$ cat src/rtl/thermometer_codec_if.sv
// Bundle for the thermometer codec: switch/mode inputs and LED/error results.
interface thermometer_codec_if #(
  parameter int K = 3,
  parameter int W = 2**K - 1
);
  logic [W-1:0] sw;
  logic         sel;
  logic [W-1:0] led;
  logic         err;

  // Driver side: supplies switches and mode, observes the result.
  modport master (output sw, sel, input led, err);
  // Codec side: consumes switches and mode, produces the result.
  modport slave  (input sw, sel, output led, err);
endinterface

$ cat src/rtl/thermometer_codec.sv
// Selectable binary-to-thermometer encoder / thermometer-to-binary decoder.
// sel=0 encodes sw[K-1:0] into a thermometer word; sel=1 measures the low run
// of ones in sw and flags any set bit above that run. One registered stage.
module thermometer_codec #(
  parameter int K = 3
) (
  input logic              clk,
  input logic              rst,
  thermometer_codec_if.slave bus
);
  localparam int W = 2**K - 1;

  logic [W-1:0] enc_word;   // thermometer image of sw[K-1:0]
  logic [W-1:0] run_mask;   // bit i set when sw[i:0] are all ones
  logic [K-1:0] run_len;    // length of the low run of ones
  logic [W-1:0] led_d, led_q;
  logic         err_d, err_q;

  // Per-bit logic: bit i of the encoded word is set when n > i; the run mask
  // is a prefix-AND, so it is itself a thermometer word covering the low run.
  for (genvar gi = 0; gi < W; gi++) begin : g_bits
    localparam logic [K-1:0] IDX = K'(gi);
    assign enc_word[gi] = (bus.sw[K-1:0] > IDX);
    assign run_mask[gi] = &bus.sw[gi:0];
  end

  // Run length = number of ones in the prefix mask (bounded W-step loop).
  always_comb begin
    run_len = '0;
    for (int i = 0; i < W; i++) begin
      run_len = run_len + K'(run_mask[i]);
    end
  end

  // Next-state selection between encode and decode results.
  always_comb begin
    led_d = '0;
    err_d = 1'b0;
    if (bus.sel) begin
      led_d[K-1:0] = run_len;
      // Any one outside the low run means the word is not 0..01..1.
      err_d        = |(bus.sw & ~run_mask);
    end else begin
      led_d = enc_word;
    end
  end

  // Output register with synchronous reset taking priority over data.
  always_ff @(posedge clk) begin
    if (rst) begin
      led_q <= '0;
      err_q <= 1'b0;
    end else begin
      led_q <= led_d;
      err_q <= err_d;
    end
  end

  assign bus.led = led_q;
  assign bus.err = err_q;
endmodule

$ cat src/flat_wrapper.sv
// flat-port wrapper written by rule: the top's interface ports become plain ports
module thermometer_codec_flat 
#(
  parameter int K = 3
)
  (clk, rst, bus_sw, bus_sel, bus_led, bus_err);
  thermometer_codec_if #(.K(K)) bus_i ();
  input logic clk;
  input logic rst;
  input wire logic [$bits(bus_i.sw)-1:0] bus_sw;
  input wire logic [$bits(bus_i.sel)-1:0] bus_sel;
  output wire logic [$bits(bus_i.led)-1:0] bus_led;
  output wire logic [$bits(bus_i.err)-1:0] bus_err;
  assign bus_i.sw = bus_sw;
  assign bus_i.sel = bus_sel;
  assign bus_led = bus_i.led;
  assign bus_err = bus_i.err;
  thermometer_codec #(.K(K)) u_core (.clk(clk), .rst(rst), .bus(bus_i));
endmodule
$ cat config.mk
export PLATFORM = sky130hd
export DESIGN_NAME = thermometer_codec_flat
export DESIGN_NICKNAME = d
export VERILOG_FILES = /design/src/rtl/thermometer_codec_if.sv /design/src/rtl/thermometer_codec.sv /design/src/flat_wrapper.sv
export SDC_FILE = /design/constraint.sdc
export NUM_CORES = 1
export LEC_CHECK = 0
export CORE_AREA = 8 8 45 47
export CTS_BUF_LIST = sky130_fd_sc_hd__clkbuf_8
export DETAILED_ROUTE_END_ITERATION = 12
export DIE_AREA = 0 0 53 55
export DONT_BUFFER_PORTS = 1
export SETUP_SLACK_MARGIN = 0.15
export SLEW_MARGIN = 10
export SYNTH_ARGS = -nofsm -noshare
export SYNTH_HDL_FRONTEND = slang
export SYNTH_SLANG_ARGS = --single-unit
$ cat constraint.sdc
create_clock -name clk -period 3.95 [get_ports clk]
set_clock_uncertainty 0.1 [all_clocks]
set_input_delay 0.395 -clock clk [delete_from_list [all_inputs] [get_ports clk]]
set_output_delay 0.395 -clock clk [all_outputs]
set_load 0.01 [all_outputs]
; Word level (Yosys, flattened, before mapping)
; Cells that the tools add are included.
[word_totals]
regBits = 8
in_bits = 10
word_cells = 29
[classes]
bitwise = 3
reduce_logical = 9
add_sub_neg = 6
n_mux = 1
n_lt_le_gt_ge = 7
[op_table]
columns = cell, n
row1 = 3-bit by 1-bit adder with 3-bit output, 5
row2 = 3-bit greater-than comparator (second input constant), 3
row3 = 7-bit bitwise AND, 1
row4 = 7-bit inverter, 1
row5 = 7-bit AND reduction, 1
row6 = 7-bit OR reduction, 1
row7 = 3-bit by 1-bit greater-than comparator with 1-bit output (second input constant), 2
row8 = 3-bit by 2-bit greater-than comparator with 1-bit output (second input constant), 2
row9 = 6-bit AND reduction, 1
row10 = 5-bit AND reduction, 1
row11 = 4-bit AND reduction, 1
row12 = 2-bit OR reduction, 2
row13 = 3-bit 2-to-1 mux, 1
row14 = 3-bit AND reduction, 1
row15 = 1-bit by 1-bit adder with 2-bit output, 1
row16 = 2-bit AND reduction, 1
row17 = 1-bit inverter, 1

; Logic depth before layout (Yosys ltp)
; Gate-level depths: netlist of run 1.
[depth]
word_depth = 8
depth_mapped = 11
depth_no_buf = 11

; Worst setup path after synthesis of run 1
; OpenSTA, ideal clock, no wires.
[synth_timing]
path_kind = input-to-reg
start = in bus_sw[0]
end = reg u_core.led_q[2], in the netlist u_core.bus.led[2]
path_buffers = 0
setup_ns = 0.095
t_arrival_ns = 2.727
path_slack_ns = 1.028
stages = 11
t_required_ns = 3.755
path_cell_list = nand2_2 inv_1 and3_1 nand2_1 fa_1 fa_1 inv_1 ha_1 fa_1 xnor2_1 a221oi_1
[synth_between]
elab_chain_len = 8
[synth_rtl]
columns = element, line
row1 = "start, declared", flat_wrapper.sv:10  ; input wire logic [$bits(bus_i.sw)-1:0] bus_sw;
row2 = 2-bit AND reduction, thermometer_codec.sv:24  ; assign run_mask[gi] = &bus.sw[gi:0];
row3 = 1-bit by 1-bit adder with 2-bit output, thermometer_codec.sv:31  ; run_len = run_len + K'(run_mask[i]);
row4 = 3-bit by 1-bit adder with 3-bit output (5 in a row), thermometer_codec.sv:31
row5 = 3-bit 2-to-1 mux *, thermometer_codec.sv:39  ; if (bus.sel) begin
row6 = "end signal, assigned", thermometer_codec.sv:54  ; led_q <= led_d;
row7 = "end, declared", thermometer_codec.sv:16  ; logic [W-1:0] led_d, led_q;
; Every way passes the cells marked *; elsewhere a longest branch is shown, timed or not.
; A chain may end at the register's enable or synchronous reset.

; Worst setup path after layout of run 1
; Same ends and word-level chain as after synthesis.

==> results of run 1 <==
-- where the power goes --
| group | switching [mW] | leakage (nW) | internal, mW |
|---|---|---|---|
| clock network | 0.0290 | 0.0216 | 0.0657 |
| logic | 0.00884 | 0.125 | 0.00799 |
| registers | 0.00382 | 0.0660 | 0.0858 |
| total | 0.0416 | 0.213 | 0.160 |
-- sequential cells by signal, summed over array words and instances (netlist names) --
signal	flops
u_core.bus.led	7
u_core.bus.err	1
-- worst max-delay path: stages --
cell	delay, ns
sky130_fd_sc_hd__nand2_2	0.11
sky130_fd_sc_hd__inv_1	0.08
sky130_fd_sc_hd__and3_1	0.20
sky130_fd_sc_hd__nand2_1	0.09
sky130_fd_sc_hd__fa_1	0.44
sky130_fd_sc_hd__fa_1	0.54
sky130_fd_sc_hd__inv_1	0.04
sky130_fd_sc_hd__ha_1	0.18
sky130_fd_sc_hd__fa_1	0.37
sky130_fd_sc_hd__xnor2_1	0.15
sky130_fd_sc_hd__a221oi_1	0.28
-- per-stage QoR --
stage | power [mW] | util [%] | setup slack [ns] | instances | hold slack, ns
final | 0.201 | 36.2 | 1.09 | 66 | 0.145
after global routing | 0.210 | 36.2 | 0.923 | 66 | 0.141
after CTS | 0.203 | 36.2 | 1.09 | 66 | 0.145
after detailed placement | 0.108 | 33.2 | 0.859 | 63 | 0.376
after global placement | 0.108 | 33.2 | 0.905 | 63 | 0.378
after floorplan | 0.108 | - | 1.03 | 49 | 0.369
-- layout by cell type, fill, tap and decap left out, types with 2 or more instances in the layout --
cell type / count
sky130_fd_sc_hd__nand2_1: 5
sky130_fd_sc_hd__nor2b_1: 3
sky130_fd_sc_hd__inv_1: 6
sky130_fd_sc_hd__fa_1: 3
sky130_fd_sc_hd__clkbuf_8: 3
sky130_fd_sc_hd__a221oi_1: 2
sky130_fd_sc_hd__ha_1: 2
sky130_fd_sc_hd__dfxtp_1: 8
sky130_fd_sc_hd__nor3_1: 4
sky130_fd_sc_hd__nor4_1: 2
-- layer usage --
layer | track usage [%] | share of wire, % | routed length [um] | vias to the layer above
met5 | 0 | 0 | 0 | -
met4 | 5.17 | 3.5 | 32 | 0
met3 | 4.28 | 17 | 159 | 4
met2 | 11.5 | 45 | 414 | 18
met1 | 5.53 | 34 | 312 | 146
li1 | - | - | - | 169
-- logic make-up (layout without fill, tap and decap cells) --
kind of cell,count (synthesis),after routing,share of synthesized area (%)
DFF,8,8,35.5
AOI/OAI and AO/OA,6,6,10.5
and+or+nand+nor,21,21,25.5
buffers and inverters,8,9,7.76
adders and majority gates,5,5,18.8
xor gates and xnor gates,1,1,1.94
-- worst min path at each step --
stage	from	endpoint	slack (ns)
floorplan	rst	u_core.bus.led[3]$_SDFF_PP0_	0.37
global placement	rst	u_core.bus.led[6]$_SDFF_PP0_	0.38
detailed placement	rst	u_core.bus.led[3]$_SDFF_PP0_	0.38
CTS	rst	u_core.bus.led[6]$_SDFF_PP0_	0.14
global route	rst	u_core.bus.led[6]$_SDFF_PP0_	0.14
finish	rst	u_core.bus.led[3]$_SDFF_PP0_	0.14
-- final cells by class --
cell class	count	area, sq um
clock buffer	3	41.3
fill	145	883
inverter	6	22.5
multi-input combinational	33	256
sequential	8	160
tap	16	20.0
==> impl.org, run 1 <==
** Floorplanning
- Die X :: 53 um
- Die height :: 55 um
- After floorplanning, the core was sized to cover 0.00138 sq mm.
- In this run the core area contains 14 standard-cell rows.
- Initial Util :: 32.6%
- Ports :: 18
- The die covers 0.00292 sq mm.

** Clocking
- Number of buffers added by the clock tree synthesis step :: 3
- Clock sink count :: 8
- H-tree depth :: 1
- In this run, post-CTS hold repair placed 0 buffers.
- TritonCTS built the clock tree.
- Resize count post-CTS :: 0
- Clock buffer depth :: 2
- Clock edge transition at the registers on the reported setup and hold paths :: 0.04 ns
- Setup Buffers After CTS :: 0
- The cell sitting at the root of the clock tree is a sky130_fd_sc_hd__clkbuf_8.

** Global routing
- Initial antenna violation count :: 0
- The total overflow left after global routing is 0.
- Vias in the first global route :: 346
- Maximum number of pins on one net before global-route repair :: 10
- In the global route stage, overall resource usage came out at 6.75%.
- First-pass GRT wire length :: 1410 um

** Logic synthesis
- A synthesized cell averages 9.22 sq um.
- Count leader, synth :: sky130_fd_sc_hd__dfxtp_1
- Sequential elements use 35.5% of the synthesized area.
- Synth Cell Area :: 452 sq um
- Synth Register Bits :: 8
- Post-synthesis net count :: 64
- Cell types occupying the most area after synthesis :: sky130_fd_sc_hd__dfxtp_1, sky130_fd_sc_hd__fa_1, sky130_fd_sc_hd__ha_1
- The cell count after synthesis came out at 49.
- Cell taking the most area after synthesis :: sky130_fd_sc_hd__dfxtp_1
- During synthesis, Yosys emitted a total of 0 warnings.
- Top cell type's share of synthesized area :: 35.5%
- The netlist uses 23 different library cells.
- Ys async rst share :: 0%
- Most used standard cells in the synthesized netlist :: sky130_fd_sc_hd__dfxtp_1, sky130_fd_sc_hd__inv_1, sky130_fd_sc_hd__nand2_1, sky130_fd_sc_hd__nor3_1
- Yosys mapped a number of flops with a built-in enable equal to 0.
- For this run, the leading register cell type out of synthesis is sky130_fd_sc_hd__dfxtp_1.

** Detailed routing
- In this run, the number of DRC markers left after iteration 0 of detailed routing was 9.
- Via/cell ratio :: 5.11
- Antenna Violating Nets Remaining :: 0
- Number of remaining DRC errors :: 0
- The first TritonRoute pass finished after 4 iterations.
- Detailed-route wire length :: 918 um
- After detailed routing, the average wire length per cell comes to 13.9 um.
- Total number of vias :: 337

** STA
- Subtracting the final worst setup slack from the clock period gives 2.86 ns.
- At the pin with the least slew margin, the transition time is 0.273 ns.
- The final count of pins violating max slew is 0.
- For this run, the top clock speed supported by timing is 0.350 GHz.
- Setup repair after global routing missed its margin :: no
- Final hold vios :: 0
- After layout, the worst path uses 72.3% of the clock period.
- Final setup TNS :: 0 ns
- In this run the tightest slew margin relative to its limit is 81.6%.
- Number of endpoints failing setup at the final stage :: 0

** Power
- Across the VDD grid, the largest voltage drop is 0.0862 mV.
- Pwr/cell area :: 402 mW/mm^2
- Leakage power total :: 0.213 nW

** Critical path
- Data arrival, critical path :: 2.88 ns
- Critical path launch point :: bus_sw[0]
- The critical path is of the in -> reg type.
- Peak fanout along the critical path :: 6
- Critical path data required time :: 3.97 ns
- Crit start category :: input pin
- Critical path capture point :: u_core.bus.led[2]$_SDFF_PP0_
- Category of the worst setup path capture point :: flop

** Placement
- Summing all placed instances gives a cell area of 459 sq um.
- Summed over all nets, the half-perimeter wirelength after detailed placement is 752 um.
- Final GP Congestion :: 0.761
- Number of I/O port buffers :: 0

** Hold path
- The path class of the tightest hold or removal check is in -> reg.
- Worst hold path stage count :: 1

** Final layout
- The net count of the finished layout is 67.
- Of the cells placed in the final design, the portion with a size suffix greater than 1 is 10.0%.
- The number of antenna diodes in the final layout is 0.
- Final design area excluding fillers :: 500 sq um
- Relative area change from synthesis to final layout :: 10.8%

** Flow run
- Number of max-cap violations :: 0

** Outcome
- The flow ran to the end, and the final reports show no timing, DRC or antenna violations.
No activity file was read; power rests on OpenSTA's default activity.
==> inputs of run 2 (changes only) <==
- clock period: 3.95 -> 2.4 ns (I/O delays scaled with it)
==> run 2 against run 1 <==
Power rose by 71%. Cell count rose by 9.1%. Sequential cell count did not move. Utilization rose by 6.7 points. Final area rose by 19%. Non-clock buffer count rose by 6. Sequential power rose by 65%. Routed wire length rose by 13%. Critical path depth did not move. Highest routed layer unchanged. Global-route usage rose by 1.4 points. Die area did not move. Critical endpoint unchanged.
==> impl.org, run 2 (synthesis gave the netlist of run 1 again) <==
** Detailed routing
- The post-detailed-route DRC marker count was 0 (unchanged).
- The vias per cell was 5.04 (-1.3%).
- Antenna Violating Nets Remaining :: 0 (unchanged)
- Number of violations reported at the end of detailed-routing iteration 0 :: 4 (-5)
- The total wire length after detailed routing is 1040 um (+13%).
- Routed length per instance :: 14.4 um (+3.4%)
- The total number of vias came to 363 (+7.7%).
- Detailed-routing iteration count for the pre-antenna-repair pass :: 4 (unchanged)

** Critical path
- STA classifies the critical path endpoint as a flop.
- STA classifies the critical path startpoint as an input pin.
- The highest net fanout along the worst path is 4 (-2).
- The critical path in this run is classified as in -> reg.
- The required time of the worst setup path is 2.44 ns (-1.53 ns).
- On the critical path, the stage with the largest delay is an instance of sky130_fd_sc_hd__fa_1.
- Worst path max stage delay :: 0.49 ns (-0.05 ns)
- The arrival time of the worst setup path is 2.42 ns (-0.46 ns).
- The sum of buffers and inverters on the critical path was 2 (unchanged).
- Traced cell by cell, the critical path runs through nand2_8, inv_4, and3_4, nand2_2, fa_1, fa_1, inv_1, ha_2, fa_2, xnor2_2, a221oi_2.
- In this design, the largest share of critical-path delay is due to adder cells.
- The cell that appears most often on the critical path is sky130_fd_sc_hd__fa_1.

** STA
- The smallest clock period supported by the final layout is computed as 2.38 ns.
- Slew at the pin with the worst max-slew slack :: 0.315 ns (+0.0419 ns)
- Setup repair after global routing could not meet its margin everywhere.
- The count of endpoints failing hold in the final timing report came to 0 (unchanged).
- The final count of pins violating max slew was 0 (unchanged).
- In the finished design, the share of the clock period the worst path needs comes to 99.2%.
- Timing would allow up to 0.420 GHz.
- The remaining max-slew budget at the tightest pin is 78.7% (-2.8 points).
- Number of endpoints failing setup at the final stage :: 0 (unchanged)
- The tightest hold margin came to 0.0310 ns (-0.113 ns).

** Global routing
- The sum of overflow across all layers after global routing is 0 (unchanged).
- The global router's overall resource usage was 8.12% (+1.4 points).
- Maximum number of pins on one net before global-route repair :: 9 (-1)
- First-pass GRT wire length :: 1660 um (+18%)
- The number of antenna violations at the first check in global routing was 0 (unchanged).
- The number of global-route vias before repair was 379 (+9.5%).

** Outcome
- The flow ran to the end, and the final reports show no timing, DRC or antenna violations.

** Clocking
- The clock input transition at the sequential cells of the worst setup and hold paths came to 0.04 ns (about the same).
- Root buffer cell :: sky130_fd_sc_hd__clkbuf_8
- CTS tree :: built
- Number of buffers added by the clock tree synthesis step :: 3 (unchanged)
- The maximum level of the CTS H-tree is 1 (unchanged).
- The deepest clock path buffer count was 2 (unchanged).
- Clock sink count :: 8 (unchanged)

** Floorplanning
- Area enclosed by the die boundary :: 0.00292 sq mm (unchanged)
- The standard-cell row count is 14 (unchanged).
- Ports :: 18 (unchanged)
- The y dimension of the die is 55 um (unchanged).
- Die X :: 53 um (unchanged)
- Initial Util :: 32.6% (unchanged)
- Core Box Area :: 0.00138 sq mm (unchanged)

** Final layout
- The total inserted antenna cells is 0 (unchanged).
- Nets :: 73 (+9.0%)
- Number of flip-flops in the largest register :: 7 (unchanged)
- Post-route core utilization :: 42.9% (+6.7 points)
- The count of fill cells added during filler insertion is 141 (-2.8%).
- The top cell types in the final layout, fill and taps aside, are sky130_fd_sc_hd__dfxtp_1, sky130_fd_sc_hd__inv_1, sky130_fd_sc_hd__nand2_1, sky130_fd_sc_hd__nor3_1, sky130_fd_sc_hd__buf_4.
- The layout cell share with drive strength beyond 1 was 28.6% (+19 points).
- The area growth from synthesis to layout is 31.3%.
- The library cell used most frequently in the layout, excluding fill and tap cells, is sky130_fd_sc_hd__dfxtp_1.

** Hold path
- The path class of the tightest hold or removal check is in -> reg.

** Power
- Overall power :: 345 uW (+71%)
- Pwr/cell area :: 581 mW/mm^2 (+45%)
- The maximum resistive drop on vdd was 0.115 mV (+34%).
- Leakage power total :: 0.239 nW (+12%)

** Placement
- The detailed placer's ending HPWL is 828 um (+10%).
- The port buffer count is 0 (unchanged).
- Final GP Congestion :: 0.696 (-8.6%)

** Flow run
- The number of maximum-capacitance violations came to 0 (unchanged).
==> run 2: per-layer routing <==
metal	share of wire (%)	vias up	GRT usage [%]	wire, um
met4	2.5	0	7.76	26
met5	0	-	0	0
li1	-	180	-	-
met2	44	19	12.5	458
met3	17	4	3.74	177
met1	36	160	7.99	374
==> run 2: power breakdown <==
group	switching [mW]	leakage (nW)	internal [mW]
logic	0.0190	0.151	0.0211
clock network	0.0489	0.0216	0.108
registers	0.00633	0.0660	0.141
total	0.0742	0.239	0.271
==> run 2: repair_timing <==
| action | in CTS | in global routing |
|---|---|---|
| hold buffers | 2 | 0 |
| setup endpoints to repair | 2 | 2 |
| endpoints found under the hold margin | 5 | 0 |
| gates resized for setup | 2 | 0 |
| setup buffers | 0 | 1 |
| pin swaps | 4 | 2 |
==> run 2: cell type report <==
cell class	instances	area, sq um	area share (%)
Sequential cell	8	160	27.0
Multi-Input combinational cell	33	297	50.0
Timing Repair Buffer	6	50.0	8.44
Tap cell	16	20.0	3.38
Inverter	6	25.0	4.22
Clock buffer	3	41.3	6.96
==> run 2: final timing paths <==
| kind | to | slack [ns] | depth (start not counted) | from |
|---|---|---|---|---|
| max | u_core.bus.led[2]$_SDFF_PP0_ | 0.02 | 11 | bus_sw[0] |
| min | u_core.bus.led[4]$_SDFF_PP0_ | 0.03 | 1 | bus_sw[0] |
==> run 2: through the flow <==
stage	TNS (ns)	cell area [sq um]	cells	worst slack, ns
6_report	0	593	72	0.0191
5_1_grt	-0.111	593	72	-0.0731
4_1_cts	-0.0200	586	71	-0.0200
3_5_place_dp	-0.546	510	66	-0.305
3_3_place_gp	-0.479	510	66	-0.261
2_1_floorplan	-0.360	484	49	-0.194
==> inputs of run 3 (changes only) <==
- clock period: 2.4 -> 2.03 ns (I/O delays scaled with it)
==> run 3 against run 2 <==
The flow now finishes with violations (negative setup slack). Worst hold slack got worse by 0.015 ns. Utilization increased by 2.7 points. First-iteration DRC count increased by 130%. Non-clock buffer count increased by 3. Via count increased by 2.2%. Setup slack got worse by 0.37 ns. Final area increased by 6.3%. Power increased by 20%.
==> impl.org, run 3 (synthesis gave the netlist of run 1 again) <==
** STA
- Worst hold slack :: 0.0165 ns (-0.0145 ns)
- The total negative setup slack is -0.598 ns (-0.598 ns).
- Setup slack of the critical path after layout :: -0.347 ns (-0.366 ns)
- The number of setup violations in the final report is 2 (+2).
- The transition time of the tightest slew-check pin is 0.307 ns (-0.00827 ns).
- Upper clock frequency limit :: 0.421 GHz
- Slew Viols, Final :: 0 (unchanged)
- The remaining max-slew budget at the tightest pin was 79.3% (+0.56 points).
- Setup repair after global routing missed its margin :: yes
- Final hold vios :: 0 (unchanged)
- Fin crit period :: 2.38 ns
- Final worst path period share :: 117%

** Placement
- Final GP Congestion :: 0.695 (about the same)
- Dpl hpwl :: 814 um (-1.8%)
- Post-place setup slack :: -0.636 ns (-0.331 ns)
- Number of I/O port buffers :: 0 (unchanged)

** Critical path
- Critical path launch point :: bus_sw[0]
- Type of the worst setup path :: in -> reg
- Crit start category :: input pin
- Critical path data required time :: 2.07 ns (-0.37 ns)
- Data arrival, critical path :: 2.41 ns (about the same)
- Peak fanout along the critical path :: 4 (unchanged)
- The worst setup path is captured at a flop.

** Detailed routing
- Number of violations reported at the end of detailed-routing iteration 0 :: 9 (+5)
- The length of the first detailed-routing pass in iterations was 4 (unchanged).
- The total number of vias came to 371 (+2.2%).
- Detailed-route wire length :: 1080 um (+3.9%)
- The total length of routed met3 wires came to 171 um (-3.4%).
- Top routing layer in use :: met4
- Antenna Violating Nets Remaining :: 0 (unchanged)
- The length of routed met2 wiring is 477 um (+4.1%).
- The average wire per standard cell was 14.3 um (-0.29%).
- Via/cell ratio :: 4.95 (-1.9%)
- Number of remaining DRC errors :: 0 (unchanged)
- Met1 WL :: 411 um (+9.9%)

** Clocking
- The number of buffers created by CTS came to 3 (unchanged).
- Clock sink count :: 8 (unchanged)
- H-tree depth :: 1 (unchanged)
- Clock buffer depth :: 2 (unchanged)
- TritonCTS built the clock tree.
- The root buffer cell chosen for the clock tree is sky130_fd_sc_hd__clkbuf_8.
- Clock edge transition at the registers on the reported setup and hold paths :: 0.04 ns (about the same)

** Outcome
- The flow ran to the end, but the final reports show violations.
- Failing checks :: negative setup slack

** Global routing
- Vias in the first global route :: 349 (-7.9%)
- The number of antenna violations at the first check in global routing was 0 (unchanged).
- Maximum number of pins on one net before global-route repair :: 9 (unchanged)
- The wire length of the first global-routing pass was 1590 um (-4.5%).
- The global router's overall resource usage came to 7.79% (-0.33 points).
- Remaining global-route overflow :: 0 (unchanged)

** Power
- Net Sw Power :: 88.2 uW (+19%)
- Overall power :: 414 uW (+20%)
- The cell-internal power came to 326 uW (+20%).
- The leakage dissipation is 0.250 nW (+4.7%).
- Comb power frac :: 13.7% (+2.1 points)
- Share of total power in sequential cells :: 42.2% (-0.6 points)
- The power per cell area was 656 mW/mm^2 (+13%).
- Net Sw Frac :: 21.3% (-0.21 points)
- Worst VDD drop :: 0.211 mV (+82%)
- The clock network power share is 44.1% (-1.5 points).

** Hold path
- Worst hold path stage count :: 1 (unchanged)
- For hold timing, the worst endpoint is u_core.bus.led[4]$_SDFF_PP0_.
- The min-delay analysis places its worst path in the category in -> reg.
- In this run the most critical hold path is launched from bus_sw[1].

** Floorplanning
- The horizontal die dimension is 53 um (unchanged).
- Area enclosed by the die boundary :: 0.00292 sq mm (unchanged)
- The standard-cell row count came to 14 (unchanged).
- Die height :: 55 um (unchanged)
- Core Box Area :: 0.00138 sq mm (unchanged)
- The initial core utilization is 32.6% (unchanged).
- The I/O pin count is 18 (unchanged).

** Final layout
- Fill cells :: 133 (-5.7%)
- Relative area change from synthesis to final layout :: 39.6%
- Share of final-layout standard cells stronger than drive strength 1 :: 30.5% (+1.9 points)
- Leaving out fill and tap cells, the most frequent cell in the layout is sky130_fd_sc_hd__dfxtp_1.
- Number of flip-flops in the largest register :: 7 (unchanged)
- The number of nets in the final layout is 76 (+4.1%).
- # diodes :: 0 (unchanged)
- The library cells used most frequently in the layout, excluding fill and tap cells, are sky130_fd_sc_hd__dfxtp_1, sky130_fd_sc_hd__buf_4.
- The utilization after layout is 45.6% (+2.7 points).

** Flow run
- Number of max-cap violations :: 0 (unchanged)
run 3: changes by cell type in the layout (fill, tap and decap cells not counted), sizes merged:
cell         delta
buf             +1
dlygate4sd3     +2
run 3: metrics by stage:
step           cells  area [sq um]
2_1_floorplan     49           484
3_3_place_gp      68           526
3_5_place_dp      68           526
4_1_cts           75           624
5_1_grt           75           631
6_report          75           631
run 3: repair_timing:
action                                 4_1_cts  5_1_grt
endpoints found under the hold margin        7        0
buffers inserted                             0        0
setup endpoints to repair                    3        3
gates resized for setup                      3        1
pin swaps                                    5        2
hold buffers                                 4        0
run 3: how the worst max path moves through the flow:
stage	endpoint	slack (ns)	cells past startpoint
global placement	u_core.bus.led[2]$_SDFF_PP0_	-0.60	11
detailed placement	u_core.bus.led[2]$_SDFF_PP0_	-0.64	11
finish	u_core.bus.led[2]$_SDFF_PP0_	-0.35	11
CTS	u_core.bus.led[2]$_SDFF_PP0_	-0.38	11
global route	u_core.bus.led[2]$_SDFF_PP0_	-0.41	11
floorplan	u_core.bus.led[2]$_SDFF_PP0_	-0.53	11
run 3: routing by layer:
metal / vias up / track usage [%]
met4: 0 / 6.47
met3: 2 / 2.94
met1: 165 / 8.45
met2: 18 / 11.9
li1: 186 / -
met5: - / 0
run 3: final cells by class:
type	instances	area [sq um]	share of cell area, %
flip-flops and latches	8	160	25.4
multi-input cells	33	307	48.6
repair buffers	9	77.6	12.3
inverters	6	25.0	3.97
clock buffers	3	41.3	6.55
well taps	16	20.0	3.17
run 3: power groups by stage:
stage                     logic [mW]  registers (mW)  clock network [mW]
after floorplan               0.0366           0.176                   0
after global placement        0.0421           0.177                   0
after detailed placement      0.0430           0.178                   0
after CTS                     0.0549           0.175               0.188
after global routing          0.0635           0.175               0.197
final                         0.0569           0.174               0.183
run 3: critical path: stages:
cell and delay [ns]:
sky130_fd_sc_hd__nand2_8 0.04, sky130_fd_sc_hd__inv_4 0.04, sky130_fd_sc_hd__and3_4 0.18, sky130_fd_sc_hd__nand2_2 0.05, sky130_fd_sc_hd__fa_1 0.45, sky130_fd_sc_hd__fa_1 0.50
sky130_fd_sc_hd__inv_2 0.05, sky130_fd_sc_hd__ha_4 0.15, sky130_fd_sc_hd__fa_2 0.34, sky130_fd_sc_hd__xnor2_2 0.15, sky130_fd_sc_hd__a221oi_2 0.26
